## src/rtl/lion_pkg.sv

```systemverilog
// rtl/lion_pkg.sv - shared types and gate encodings for the lion gate counter
package lion_pkg;

    typedef enum logic [2:0] {
        IDLE  = 3'd0,
        EA    = 3'd1,
        EAB   = 3'd2,
        EB    = 3'd3,
        XB    = 3'd4,
        XAB   = 3'd5,
        XA    = 3'd6,
        FAULT = 3'd7
    } lion_state_t;

    // ab = {gate A, gate B}, 1 = beam broken
    localparam logic [1:0] AB_NONE = 2'b00;
    localparam logic [1:0] AB_A    = 2'b10;
    localparam logic [1:0] AB_B    = 2'b01;
    localparam logic [1:0] AB_BOTH = 2'b11;

endpackage

```

## src/rtl/lion_gate_debounce.sv

```systemverilog
// rtl/lion_gate_debounce.sv - two-flop synchroniser plus stability-count debouncer
module lion_gate_debounce #(
    parameter int DEBOUNCE_CYCLES = 4
) (
    input  logic clk,
    input  logic rst_n,
    input  logic raw,
    output logic db
);

    localparam logic [7:0] LAST = 8'(DEBOUNCE_CYCLES - 1);

    logic       sync_1;
    logic       sync_2;
    logic [7:0] stable_cnt;

    always_ff @(posedge clk or negedge rst_n) begin
        if (!rst_n) begin
            sync_1     <= 1'b0;
            sync_2     <= 1'b0;
            db         <= 1'b0;
            stable_cnt <= '0;
        end else begin
            sync_1 <= raw;
            sync_2 <= sync_1;
            // stable_cnt holds the number of earlier consecutive disagreeing cycles
            if (sync_2 != db) begin
                if (stable_cnt == LAST) begin
                    db         <= sync_2;
                    stable_cnt <= '0;
                end else begin
                    stable_cnt <= stable_cnt + 8'd1;
                end
            end else begin
                stable_cnt <= '0;
            end
        end
    end

endmodule

```

## src/rtl/lion_gate_counter.sv

```systemverilog
// rtl/lion_gate_counter.sv - two-gate direction FSM with occupancy counter and flags
module lion_gate_counter
    import lion_pkg::*;
#(
    parameter int CNT_W           = 4,
    parameter int MAX_COUNT       = 15,
    parameter int DEBOUNCE_CYCLES = 4,
    parameter int WRAP_MODE       = 1
) (
    input  logic             clk,
    input  logic             rst_n,
    input  logic             gate_a_raw,
    input  logic             gate_b_raw,
    input  logic             clear,
    output logic [CNT_W-1:0] count,
    output logic             full,
    output logic             empty,
    output logic             enter_pulse,
    output logic             exit_pulse,
    output logic             seq_err,
    output logic             ovf,
    output logic             unf
);

    localparam logic [CNT_W-1:0] MAX_C = CNT_W'(MAX_COUNT);

    logic        a_db;
    logic        b_db;
    logic [1:0]  ab;
    lion_state_t state;
    lion_state_t state_nxt;
    logic        entry_evt;
    logic        exit_evt;
    logic        err_evt;

    lion_gate_debounce #(.DEBOUNCE_CYCLES(DEBOUNCE_CYCLES)) u_deb_a (
        .clk   (clk),
        .rst_n (rst_n),
        .raw   (gate_a_raw),
        .db    (a_db)
    );

    lion_gate_debounce #(.DEBOUNCE_CYCLES(DEBOUNCE_CYCLES)) u_deb_b (
        .clk   (clk),
        .rst_n (rst_n),
        .raw   (gate_b_raw),
        .db    (b_db)
    );

    assign ab = {a_db, b_db};

    always_ff @(posedge clk or negedge rst_n) begin
        if (!rst_n) state <= IDLE;
        else        state <= state_nxt;
    end

    always_comb begin
        state_nxt = state;
        entry_evt = 1'b0;
        exit_evt  = 1'b0;
        err_evt   = 1'b0;
        case (state)
            IDLE: begin
                if (ab == AB_A)         state_nxt = EA;
                else if (ab == AB_B)    state_nxt = XB;
                else if (ab == AB_BOTH) begin state_nxt = FAULT; err_evt = 1'b1; end
            end
            EA: begin
                if (ab == AB_NONE)      state_nxt = IDLE;
                else if (ab == AB_BOTH) state_nxt = EAB;
                else if (ab == AB_B)    begin state_nxt = FAULT; err_evt = 1'b1; end
            end
            EAB: begin
                if (ab == AB_A)         state_nxt = EA;
                else if (ab == AB_B)    state_nxt = EB;
                else if (ab == AB_NONE) begin state_nxt = FAULT; err_evt = 1'b1; end
            end
            EB: begin
                if (ab == AB_NONE)      begin state_nxt = IDLE; entry_evt = 1'b1; end
                else if (ab == AB_BOTH) state_nxt = EAB;
                else if (ab == AB_A)    begin state_nxt = FAULT; err_evt = 1'b1; end
            end
            XB: begin
                if (ab == AB_NONE)      state_nxt = IDLE;
                else if (ab == AB_BOTH) state_nxt = XAB;
                else if (ab == AB_A)    begin state_nxt = FAULT; err_evt = 1'b1; end
            end
            XAB: begin
                if (ab == AB_B)         state_nxt = XB;
                else if (ab == AB_A)    state_nxt = XA;
                else if (ab == AB_NONE) begin state_nxt = FAULT; err_evt = 1'b1; end
            end
            XA: begin
                if (ab == AB_NONE)      begin state_nxt = IDLE; exit_evt = 1'b1; end
                else if (ab == AB_BOTH) state_nxt = XAB;
                else if (ab == AB_B)    begin state_nxt = FAULT; err_evt = 1'b1; end
            end
            FAULT: begin
                if (ab == AB_NONE)      state_nxt = IDLE;
            end
            default: state_nxt = IDLE;
        endcase
    end

    always_ff @(posedge clk or negedge rst_n) begin
        if (!rst_n) begin
            count       <= '0;
            enter_pulse <= 1'b0;
            exit_pulse  <= 1'b0;
            seq_err     <= 1'b0;
            ovf         <= 1'b0;
            unf         <= 1'b0;
        end else begin
            enter_pulse <= entry_evt;
            exit_pulse  <= exit_evt;
            seq_err     <= err_evt;
            // clear wins over a coincident event; the event's pulse still goes out
            if (clear) begin
                count <= '0;
                ovf   <= 1'b0;
                unf   <= 1'b0;
            end else if (entry_evt) begin
                if (count < MAX_C)       count <= count + 1'b1;
                else if (WRAP_MODE != 0) count <= '0;
                else                     ovf   <= 1'b1;
            end else if (exit_evt) begin
                if (count != '0)         count <= count - 1'b1;
                else if (WRAP_MODE != 0) count <= MAX_C;
                else                     unf   <= 1'b1;
            end
        end
    end

    assign full  = (count == MAX_C);
    assign empty = (count == '0);

endmodule

```

## config.mk

```make
export PLATFORM = sky130hd
export DESIGN_NAME = lion_gate_counter
export DESIGN_NICKNAME = d
export VERILOG_FILES = /design/src/rtl/lion_pkg.sv /design/src/rtl/lion_gate_debounce.sv /design/src/rtl/lion_gate_counter.sv
export SDC_FILE = /design/constraint.sdc
export NUM_CORES = 1
export LEC_CHECK = 0
export CORE_MARGIN = 4
export CORE_UTILIZATION = 50
export DETAILED_ROUTE_END_ITERATION = 8
export PLACE_DENSITY = 0.67
export SYNTH_ARGS = -nofsm -noshare
export SYNTH_HDL_FRONTEND = slang
export SYNTH_SLANG_ARGS = --single-unit
export TNS_END_PERCENT = 50
```

## constraint.sdc

```tcl
create_clock -name clk -period 2.6 [get_ports clk]
set_input_delay 0.52 -clock clk [delete_from_list [all_inputs] [get_ports clk]]
set_output_delay 0.52 -clock clk [all_outputs]
set_load 0.1 [all_outputs]
```

Word-level counts from Yosys, hierarchy flattened
Index checks and enable logic that the tools add are counted.
{ "classes": {"eq_ne": 17, "reduce_logical": 10, "muxes": 46, "n_addsub": 4, "magnitude_cmp": 1} }
{ "op_table": {"columns": ["operator", "n"], "rows": [
  ["3-bit two-way mux", 19],
  ["8-bit two-way mux", 4],
  ["3-bit one-hot mux with 8 select lines", 1],
  ["4-bit two-way mux", 5],
  ["8-bit by 1-bit adder with 8-bit output, second input constant", 2],
  ["8-bit by 2-bit equality test with 1-bit output, second input constant", 2],
  ["1-bit two-way mux", 16],
  ["3-bit equality test, second input constant", 4],
  ["3-bit by 2-bit equality test with 1-bit output, second input constant", 2],
  ["2-bit AND reduction", 3],
  ["1-bit one-hot mux with 5 select lines", 1],
  ["4-bit by 1-bit adder with 4-bit output, second input constant", 1],
  ["2-bit equality test, second input constant", 2],
  ["4-bit equality test, second input constant", 1],
  ["4-bit logical NOT", 1],
  ["4-bit < comparator, second input constant", 1],
  ["4-bit inequality test, second input constant", 1],
  ["4-bit nonzero test", 1],
  ["2-bit OR reduction", 2],
  ["4-bit by 1-bit subtractor with 4-bit output, second input constant", 1],
  ["3-bit by 1-bit equality test with 1-bit output, second input constant", 1],
  ["3-bit logical NOT", 1],
  ["3-bit nonzero test", 1],
  ["2-bit by 1-bit equality test with 1-bit output, second input constant", 1],
  ["3 further kinds", 4]
]} }
{ "totals": {"out_inout_bits": 11, "word_cells": 91, "input_bits": 5, "regBits": 32} }

Longest topological paths before layout
Gate-level depths: netlist of run 1.
{ "logic_depth": {"word_depth": 6, "depth_mapped": 9} }

Hierarchy
From an unflattened synthesis of run 1, not the netlist that was laid out.
{ "hier_totals": {"hier_cells": 191, "area_unflattened_um2": 1921.8} }
{ "by_module_without_submodules": {"columns": ["module", "cells_each", "seq_area_each_um2", "area_each_um2", "n_inst"], "rows": [
  ["lion_gate_debounce", 44, 275.3, 493.0, 2],
  ["lion_gate_counter", 103, 250.2, 935.9, 1]
]} }

Worst setup path before layout of run 1
No wires, ideal clock.
{ "synth_path": {"path_type": "flip-flop to flip-flop", "startpoint": "register count[0]", "endpoint": "register count[0]", "period_less_slack_ns": 4.016, "required_ns": 2.515, "stages_incl_launch_ff": 6, "setup_slack_ns": -1.416, "t_arrival_ns": 3.931, "path_cell_list": "dfrtp_1 > inv_1 > ha_1 > nor3b_1 > o21ai_0 > a21oi_1"} }
{ "synth_via": {"elab_chain_cells": 5} }
{ "synth_lines": {"columns": ["item", "line", "source"], "rows": [
  ["start: declaration", "lion_gate_counter.sv:15", "output logic [CNT_W-1:0] count,"],
  ["start signal: assignment", "lion_gate_counter.sv:123", "if (count < MAX_C) count <= count + 1'b1;"],
  ["start signal: assignment", "lion_gate_counter.sv:127", "if (count != '0) count <= count - 1'b1;"],
  ["4-bit by 1-bit subtractor with 4-bit output or 4-bit nonzero test (tied branches)", "lion_gate_counter.sv:127", null],
  ["4-bit two-way mux", "lion_gate_counter.sv:127", null],
  ["4-bit two-way mux", "lion_gate_counter.sv:126", "end else if (exit_evt) begin"],
  ["4-bit two-way mux (*)", "lion_gate_counter.sv:122", "end else if (entry_evt) begin"],
  ["4-bit two-way mux (*)", "lion_gate_counter.sv:118", "if (clear) begin"]
]} }
Mark *: on every way between the ends. The rest lies on a longest branch, timed or not. The select of a mux whose other input is x is not followed.
A chain may end at the register's enable or synchronous reset.

Final worst setup path of run 1
{ "layout_path": {"startpoint": "register count[1]", "endpoint": "output empty"} }
{ "layout_via": {"elab_chain_cells": 1} }
{ "layout_lines": {"columns": ["item", "line", "source"], "rows": [
  ["4-bit logical NOT", "lion_gate_counter.sv:135", "assign empty = (count == '0);"],
  ["end: declaration", "lion_gate_counter.sv:17", "output logic empty,"]
]} }
No other way between the ends.

==> results of run 1 <==
-- state kept, by name, summed over array words and instances (netlist names) --
name / cells
count: 4
enter_pulse: 1
seq_err: 1
u_deb_b.stable_cnt: 8
exit_pulse: 1
u_deb_a.sync_1: 1
u_deb_a.db: 1
u_deb_b.db: 1
u_deb_b.sync_1: 1
u_deb_b.sync_2: 1
state: 3
u_deb_a.sync_2: 1
u_deb_a.stable_cnt: 8
-- cell usage in the layout (no fill, tap or decap), drive strengths merged, types with 4 or more instances in the layout --
| cell type | count |
|---|---|
| inv | 9 |
| and3 | 8 |
| a211oi | 4 |
| clkdlybuf4s50 | 4 |
| ha | 11 |
| nand2 | 10 |
| nor2 | 28 |
| xor2 | 12 |
| nand3 | 12 |
| dfrtp | 32 |
| o21ai | 11 |
| buf | 10 |
| a21oi | 14 |
| clkbuf | 5 |
| a31oi | 5 |
-- logic make-up after synthesis --
logic type / Yosys count
adder cells (fa/ha/maj): 11
flip-flops: 32
AND/OR/NAND/NOR: 74
AO/OA/AOI/OAI: 45
multiplexers: 5
other: 1
buffers and inverters: 18
XOR/XNOR: 15
-- final cells by class --
| cell class | count | area (sq um) |
|---|---|---|
| clock buffers | 5 | 68.8 |
| clock inverters | 3 | 18.8 |
| fillers | 309 | 1370 |
| inverters | 9 | 33.8 |
| multi-input cells | 152 | 992 |
| flip-flops and latches | 32 | 801 |
| well taps | 46 | 57.6 |
| repair buffers | 14 | 128 |
-- metal layers --
metal | part of all wire [%] | vias up
met1 | 46 | 693
met3 | 6.6 | 11
met4 | 1.9 | 0
li1 | - | 731
met5 | 0 | -
met2 | 46 | 62
-- per-stage QoR --
step                total power, W  hold slack, ns  util (%)
floorplan                  0.00190           0.224         -
global placement           0.00219           0.336      58.0
detailed placement         0.00220           0.338      58.0
CTS                        0.00259           0.353      60.5
global route               0.00276           0.363      60.5
finish                     0.00259           0.353      60.5
-- power by group through the flow --
stage                     Clock [W]  Sequential (W)  Combinational (W)
after floorplan                   0        0.000923           0.000973
after global placement            0        0.000855            0.00133
after detailed placement          0        0.000859            0.00134
after CTS                  0.000388        0.000853            0.00135
after global routing       0.000406        0.000888            0.00147
final                      0.000380        0.000858            0.00135
-- path summary, 6_finish.rpt --
kind	from	to	slack, ns	cells after the start
hold / removal	u_deb_a.sync_1	u_deb_a.sync_2	0.35	0
setup / recovery	count[1]	empty	0.55	4
min in group asynchronous	rst_n	count[1]	0.49	1
setup reg to reg	u_deb_a.db	count[1]	0.58	6
max in group asynchronous	rst_n	u_deb_b.stable_cnt[3]	1.47	2
hold reg to reg	u_deb_a.sync_1	u_deb_a.sync_2	0.35	0
==> impl_metrics.tcl, run 1 <==
set metrics [dict create \
    outcome "finished clean" \
    hold_viol_final 0 \
    wl_per_cell_um 14.2 \
    grt_usage_pct 16.2 \
    p_int_w 0.00129 \
    synthToLayoutAreaGrowth_pct 12.5 \
    ys_ff_latch 32 \
    grt_pass1_vias 1411 \
    post_cts_buffers 0 \
    rsz0062_at_grt "false" \
    io_buffers 13 \
    peakVddDrop_uv 831 \
    synthTopCellsByArea "dfrtp_1 (43%), ha_1 (7.4%), nor2_1 (5.6%), xor2_1 (5.6%), a21oi_1 (3.8%)" \
    drc 0 \
    maxSlewHeadroom_pct 58.2 \
    synth_commonest_cells "dfrtp_1 (32), nor2_1 (28), a21oi_1 (14)" \
    yosys.area.top_type_share_pct 42.9 \
    synth_top_family_by_area "simple AND/OR/NAND/NOR gates" \
    arrival_ns 1.53 \
    top_level_ports 16 \
    crit_type "reg -> out" \
    yosysSeqAreaShare_pct 42.9 \
    fin_crit_ns 2.05 \
    root_buffer "clkbuf_8" \
    initial_core_util_pct 53.8 \
    switching_share_pct 50.2 \
    setup_viol 0 \
    worstHoldPathType "reg -> reg" \
    synthAdderAreaFrac_pct 7.38 \
    grtUsageMet2_pct 25.2 \
    path_clk_slew_ns 0.07 \
    critical_path_required_ns 2.08 \
    finalCritPeriodShare_pct 78.8 \
    crit_slowest_cell "dfrtp_1" \
    avgSynthCellArea_sq_um 9.28 \
    synth_most_common_cell "dfrtp_1" \
    yosys.area_share.simple_pct 19.9 \
    power_density_mw_per_mm2 1230 \
    finalSetupTns_ns 0 \
    cts_htree_levels 2 \
    crit_path_start_kind "flop" \
    async_flop_share_pct 100 \
    slowest_delay_ns 0.46 \
    ys_warn_count 0 \
    grt_pass1_wl_um 6390 \
    finClkSkew_ns 0.00792 \
    cts_tree "built" \
    ant_nets 0 \
    power_leakage_nw 0.971 \
    finalNonFillerCells 261 \
    viasPerCell 5.74 \
    synth_compound_area_share_pct 15.0 \
    gp_congestion 0.914 \
    busiest_layer "met2" \
    p_clk_share_pct 14.7 \
    firstDrtPassIters 5 \
    yosysTopAreaCell "dfrtp_1" \
    coreArea_sq_mm 0.00347 \
    insertion_delay_ns 0.28 \
    syn-cell-area_sq_mm 0.00187 \
    tightest_slew_ns 0.627 \
    grt_antenna_before_repair 0 \
    finalWorstSetupSlack_ns 0.551 \
    grt_use_met1_pct 21.1 \
    clk_path_buf_depth 2 \
    p_comb_share_pct 52.2 \
    die_h_um 69.1 \
    cap_violations 0 \
    dieArea_sq_mm 0.00477 \
    cts-resized-gates 0 \
    wl_um 3700 \
    drive_above_1_share_pct 14.0 \
    final_area_sq_mm 0.00210 \
    cp-end-kind "output port" \
    worst-path-max-fanout 7 \
    nets 230 \
    grt_use_met3_pct 4.94 \
    clock-sinks 32 \
    postCtsHoldBufs 0 \
    antenna_cells 0 \
    rows 21 \
    dp_hpwl_um 2530 \
    p_seq_share_pct 33.2 \
    synthesis.instances 201 \
    vias 1497 \
    synth_edf_count 0 \
    cp_num_buf_inv 2 \
    placed_area_sq_mm 0.00201 \
    grt_max_degree 28 \
    ys_types 42 \
    ys.flop_type "dfrtp_1" \
    gr-total-overflow 0 \
    synthMuxAreaShare_pct 2.88 \
    power.switching_w 0.00130 \
    crit_chain "inv_1, ha_1, nor3b_4, buf_12" \
    pre_cts_slack_ns 0.586 \
    crit_family "flip-flops" \
    synth-xor-area-share_pct 7.04 \
    drtIter0Drc 115 \
    die_x_um 69.1 \
    dp.cells 253 \
    fmax_ghz 0.488 \
    numCtsBuffers 5 \
    slew_violations 0 \
]
Note: power is estimated with default switching activity, not from simulation.
==> run 2, diff against run 1 <==
Settings changed: PLACE_DENSITY 0.67 to 0.69.
Clock period 2.6 ns to 1.87 ns, I/O delays scaled along.
==> run 2 against run 1 <==
Compared with the run above:
- die area is the same
- hold slack gained 0.0019 ns
- register-to-register slack lost 0.36 ns
==> impl_metrics.tcl, run 2 (synthesis results as in run 1) <==
set metrics [dict create \
    outcome "finished clean" \
    regArea_sq_um 811 \
    power_leakage_nw 1.02 \
    grt_pass1_wl_um 7430 \
    die_h_um 69.1 \
    setup_viol 0 \
    power.switching_w 0.00189 \
    rsz0062_at_grt "true" \
    crit_type "reg -> out" \
    p_clk_share_pct 13.7 \
    gp_congestion 0.936 \
    rr_startpoint "state[2]" \
    drtIter0Drc 188 \
    wl_um 4060 \
    viasPerCell 5.75 \
    finalSetupTns_ns 0 \
    switching_share_pct 48.5 \
    grt_antenna_before_repair 0 \
    finClkSkew_ns 0.00540 \
    path_clk_slew_ns 0.07 \
    wl_per_cell_um 15.0 \
    numCtsBuffers 5 \
    nets 239 \
    crit_chain "inv_4, ha_4, nor3b_4, buf_12" \
    cap_violations 0 \
    slowest_delay_ns 0.52 \
    p_comb_share_pct 57.5 \
    dp_hpwl_um 2880 \
    crit_family "flip-flops" \
    crit_path_start_kind "flop" \
    rows 21 \
    cts_tree "built" \
    multi_input_area_sq_mm 0.00101 \
    r2r_end "state[1]" \
    gr-total-overflow 0 \
    worst-path-max-fanout 5 \
    p_seq_share_pct 28.7 \
    pre_cts_slack_ns 0.134 \
    grt_usage_pct 18.8 \
    arrival_ns 1.47 \
    dp.cells 258 \
    clk_path_buf_depth 2 \
    drive_above_1_share_pct 21.4 \
    insertion_delay_ns 0.28 \
    hold_viol_final 0 \
    critical_path_required_ns 1.50 \
    clock-sinks 32 \
    crit_slowest_cell "dfrtp_4" \
    coreArea_sq_mm 0.00347 \
    initial_core_util_pct 53.8 \
    p_int_w 0.00200 \
    grt_pass1_vias 1555 \
    finalWorstSetupSlack_ns 0.0267 \
    firstDrtPassIters 4 \
    finalCritPeriodShare_pct 98.6 \
    postCtsHoldBufs 0 \
    cp-endpoint "empty" \
    root_buffer "clkbuf_8" \
    slew_violations 0 \
    ant_nets 0 \
    cp-end-kind "output port" \
    antenna_cells 0 \
    dieArea_sq_mm 0.00477 \
    power_density_mw_per_mm2 1720 \
    fmax_ghz 0.542 \
    cp_num_buf_inv 2 \
    io_buffers 13 \
    crit_path_start "count[1]" \
    peakVddDrop_uv 1340 \
    final_cell_mix "nor2_1 (28), dfrtp_1 (28), a21oi_1 (14)" \
    finalNonFillerCells 270 \
    placed_area_sq_mm 0.00214 \
    synthToLayoutAreaGrowth_pct 21.3 \
    reg2regPathDepth 5 \
    fill_cells 289 \
    top_level_ports 16 \
    die_x_um 69.1 \
    grt_max_degree 27 \
    final_area_sq_mm 0.00226 \
    r2r_slack_ns 0.22 \
    drc 0 \
    crit_cells 4 \
    reg_top3 "u_deb_a.stable_cnt (8), u_deb_b.stable_cnt (8), count (4)" \
    worstHoldPathType "reg -> reg" \
    vias 1552 \
    whs_ns 0.355 \
    fin_crit_ns 1.84 \
    cts_htree_levels 2 \
]
[run 2: cell count changes in the layout (fill, tap and decap cells not counted), sizes merged]
cell  delta
buf      +9
[run 2: how the worst min path moves through the flow]
stage | cells after the start | endpoint | from | slack [ns]
after CTS | 0 | u_deb_a.sync_2 | u_deb_a.sync_1 | 0.36
after global placement | 0 | u_deb_b.sync_2 | u_deb_b.sync_1 | 0.33
after floorplan | 0 | count[2] | rst_n | 0.08
after detailed placement | 0 | u_deb_a.sync_2 | u_deb_a.sync_1 | 0.34
final | 0 | u_deb_a.sync_2 | u_deb_a.sync_1 | 0.35
after global routing | 0 | u_deb_a.sync_2 | u_deb_a.sync_1 | 0.37
[run 2: final cells by class]
type / count / share of cell area (%)
Clock buffer: 5 / 3.04
Clock inverter: 3 / 0.830
Sequential cell: 32 / 35.8
Inverter: 9 / 1.71
Multi-Input combinational cell: 152 / 44.6
Tap cell: 46 / 2.54
Timing Repair Buffer: 23 / 11.4
[run 2: worst register-to-register path: stages, from the launching register on]
cell	delay, ns
dfrtp_1	0.60
and3b_1	0.28
o21ai_0	0.28
o311ai_1	0.15
a21oi_1	0.15
a31oi_1	0.05
[run 2: power by group through the flow]
stage / clock [W] / sequential (W) / combinational [W]
6_report: 0.000534 / 0.00112 / 0.00224
5_1_grt: 0.000578 / 0.00115 / 0.00245
4_1_cts: 0.000545 / 0.00111 / 0.00223
3_5_place_dp: 0 / 0.00113 / 0.00214
3_3_place_gp: 0 / 0.00113 / 0.00212
2_1_floorplan: 0 / 0.00130 / 0.00138
[run 2: metal layers]
layer	vias up	global-route usage [%]	share of wire [%]
met5	-	0	0
met1	742	24.6	45
met2	55	30.3	48
met3	8	5.52	5.8
met4	0	5.21	1.6
li1	747	-	-
[run 2: what timing repair did]
item                                    4_1_cts  5_1_grt
pin swaps                                     0        1
endpoints found under the hold margin         0        0
endpoints found under the setup margin        2        5
gates resized for setup                       0        2
buffers inserted                              4        0
[run 2: metrics by stage]
step | util (%) | total power, W
finish | 65.2 | 0.00389
floorplan | - | 0.00268
global placement | 61.7 | 0.00325
detailed placement | 61.7 | 0.00328
global route | 65.2 | 0.00418
CTS | 65.1 | 0.00388
==> run 3, diff against run 2 <==
Settings changed: DONT_BUFFER_PORTS set to 1, PLACE_DENSITY 0.69 to 0.64.
==> run 3 against run 2 <==
Compared with the run above:
- maximum frequency up 0.31%
- clock skew barely moved
- hold slack worse by 0.24 ns
- power down 3.6%
- sequential cell count is the same
- critical path type unchanged
- highest routed layer unchanged
==> impl_metrics.tcl, run 3 (synthesis results as in run 1) <==
set metrics [dict create \
    outcome "finished clean" \
    die_x_um 69.1 \
    path_clk_slew_ns 0.07 \
    setup_viol 0 \
    gr-total-overflow 0 \
    grt_pass1_vias 1561 \
    io_buffers 0 \
    drive_above_1_share_pct 19.1 \
    drc 0 \
    fin_crit_ns 1.84 \
    root_buffer "clkbuf_8" \
    critical_path_required_ns 1.50 \
    nets 230 \
    viasPerCell 5.85 \
    grt_usage_pct 17.6 \
    ant_nets 0 \
    hold_viol_final 0 \
    power_leakage_nw 0.972 \
    die_h_um 69.1 \
    rsz0062_at_grt "true" \
    maxSlewHeadroom_pct 65.0 \
    fmax_ghz 0.544 \
    cts_htree_levels 2 \
    final_cell_mix "nor2_1 (28), dfrtp_1 (28), a21oi_1 (14)" \
    finalCritPeriodShare_pct 98.3 \
    gp_congestion 0.974 \
    post-route-util_pct 61.7 \
    finClkSkew_ns 0.00558 \
    grt_max_degree 33 \
    tightest_slew_ns 0.525 \
    whs_ns 0.117 \
    numCtsBuffers 5 \
    slew_violations 0 \
    wl_um 3900 \
    worst-path-max-fanout 3 \
    cts_tree "built" \
    power_density_mw_per_mm2 1750 \
    antenna_cells 0 \
    cp-end-kind "output port" \
    peakVddDrop_uv 1130 \
    rows 21 \
    crit_type "reg -> out" \
    cap_violations 0 \
    worstHoldPathType "in -> reg" \
    total_power_w 0.00375 \
    reg_top3 "u_deb_a.stable_cnt (8), u_deb_b.stable_cnt (8), count (4)" \
    drtIter0Drc 129 \
    grt_pass1_wl_um 7000 \
    fill_cells 301 \
    top_level_ports 16 \
    clock-sinks 32 \
    grt_antenna_before_repair 0 \
    crit_path_start_kind "flop" \
    synthToLayoutAreaGrowth_pct 14.6 \
    firstDrtPassIters 4 \
    post_cts_buffers 0 \
    arrival_ns 1.46 \
    vias 1528 \
    wl_per_cell_um 15.0 \
    initial_core_util_pct 53.8 \
    coreArea_sq_mm 0.00347 \
    dp_hpwl_um 2720 \
    clk_path_buf_depth 2 \
    insertion_delay_ns 0.28 \
    finalSetupTns_ns 0 \
    dieArea_sq_mm 0.00477 \
]
-- run 3: changes by cell type in the layout (fill, tap and decap cells not counted) --
cell / previous run / this run
and3_2: 1 / 0
clkdlybuf4s50_1: 4 / 0
buf_12: 6 / 2
and3_4: 0 / 1
dlygate4sd3_1: 0 / 1
ha_2: 2 / 1
ha_1: 8 / 9
buf_4: 13 / 11
-- run 3: area by class of cell --
type                            count  area, sq um  share of cell area [%]
Clock buffer                        5         68.8                    3.22
Sequential cell                    32          811                    37.9
Timing Repair Buffer               14          133                    6.20
Tap cell                           46         57.6                    2.69
Inverter                            9         38.8                    1.81
Clock inverter                      3         18.8                   0.878
Multi-Input combinational cell    152         1010                    47.3
-- run 3: metrics by stage --
stage / instance area (sq um) / instances / setup slack (ns)
3_3_place_gp: 2010 / 251 / 0.196
6_report: 2140 / 261 / 0.0323
4_1_cts: 2140 / 261 / 0.0247
5_1_grt: 2140 / 261 / -0.0315
3_5_place_dp: 2010 / 251 / 0.0600
2_1_floorplan: 1910 / 202 / -0.231
-- run 3: repair_timing --
| item | 4_1_cts | 5_1_grt |
|---|---|---|
| endpoints found under the hold margin | 32 | 0 |
| hold buffers | 2 | 0 |
| setup endpoints to repair | 1 | 5 |
| gates resized for setup | 1 | 1 |
-- run 3: worst paths after layout --
check                          startpoint               endpoint  slack (ns)  cells past startpoint
max                              count[1]                  empty        0.03                      4
min                            gate_b_raw         u_deb_b.sync_1        0.12                      0
max reg2reg                    u_deb_b.db               count[1]        0.17                      6
min reg2reg                u_deb_b.sync_1         u_deb_b.sync_2        0.35                      0
max in group asynchronous           rst_n               count[0]        1.15                      2
min in group asynchronous           rst_n  u_deb_a.stable_cnt[6]        0.53                      2
-- run 3: layer usage --
layer  wire length [um]  global-route usage [%]  up-vias
met2               1820                    27.9       68
met4                 13                    7.59        0
li1                   -                       -      725
met5                  0                       0        -
met1               1810                    23.2      733
met3                250                    3.49        2
-- run 3: worst max-delay path, cell delays in order, from the launching register on --
cell and delay [ns]:
dfrtp_4 0.50, inv_4 0.07, ha_4 0.14, nor3b_4 0.25, buf_12 0.21
-- run 3: report_power, final --
| group | internal, W | total, W | switching (W) | leakage [nW] |
|---|---|---|---|---|
| Combinational | 0.000771 | 0.00211 | 0.00134 | 0.511 |
| Clock | 0.000259 | 0.000539 | 0.000279 | 0.0479 |
| Sequential | 0.000856 | 0.00110 | 0.000245 | 0.413 |
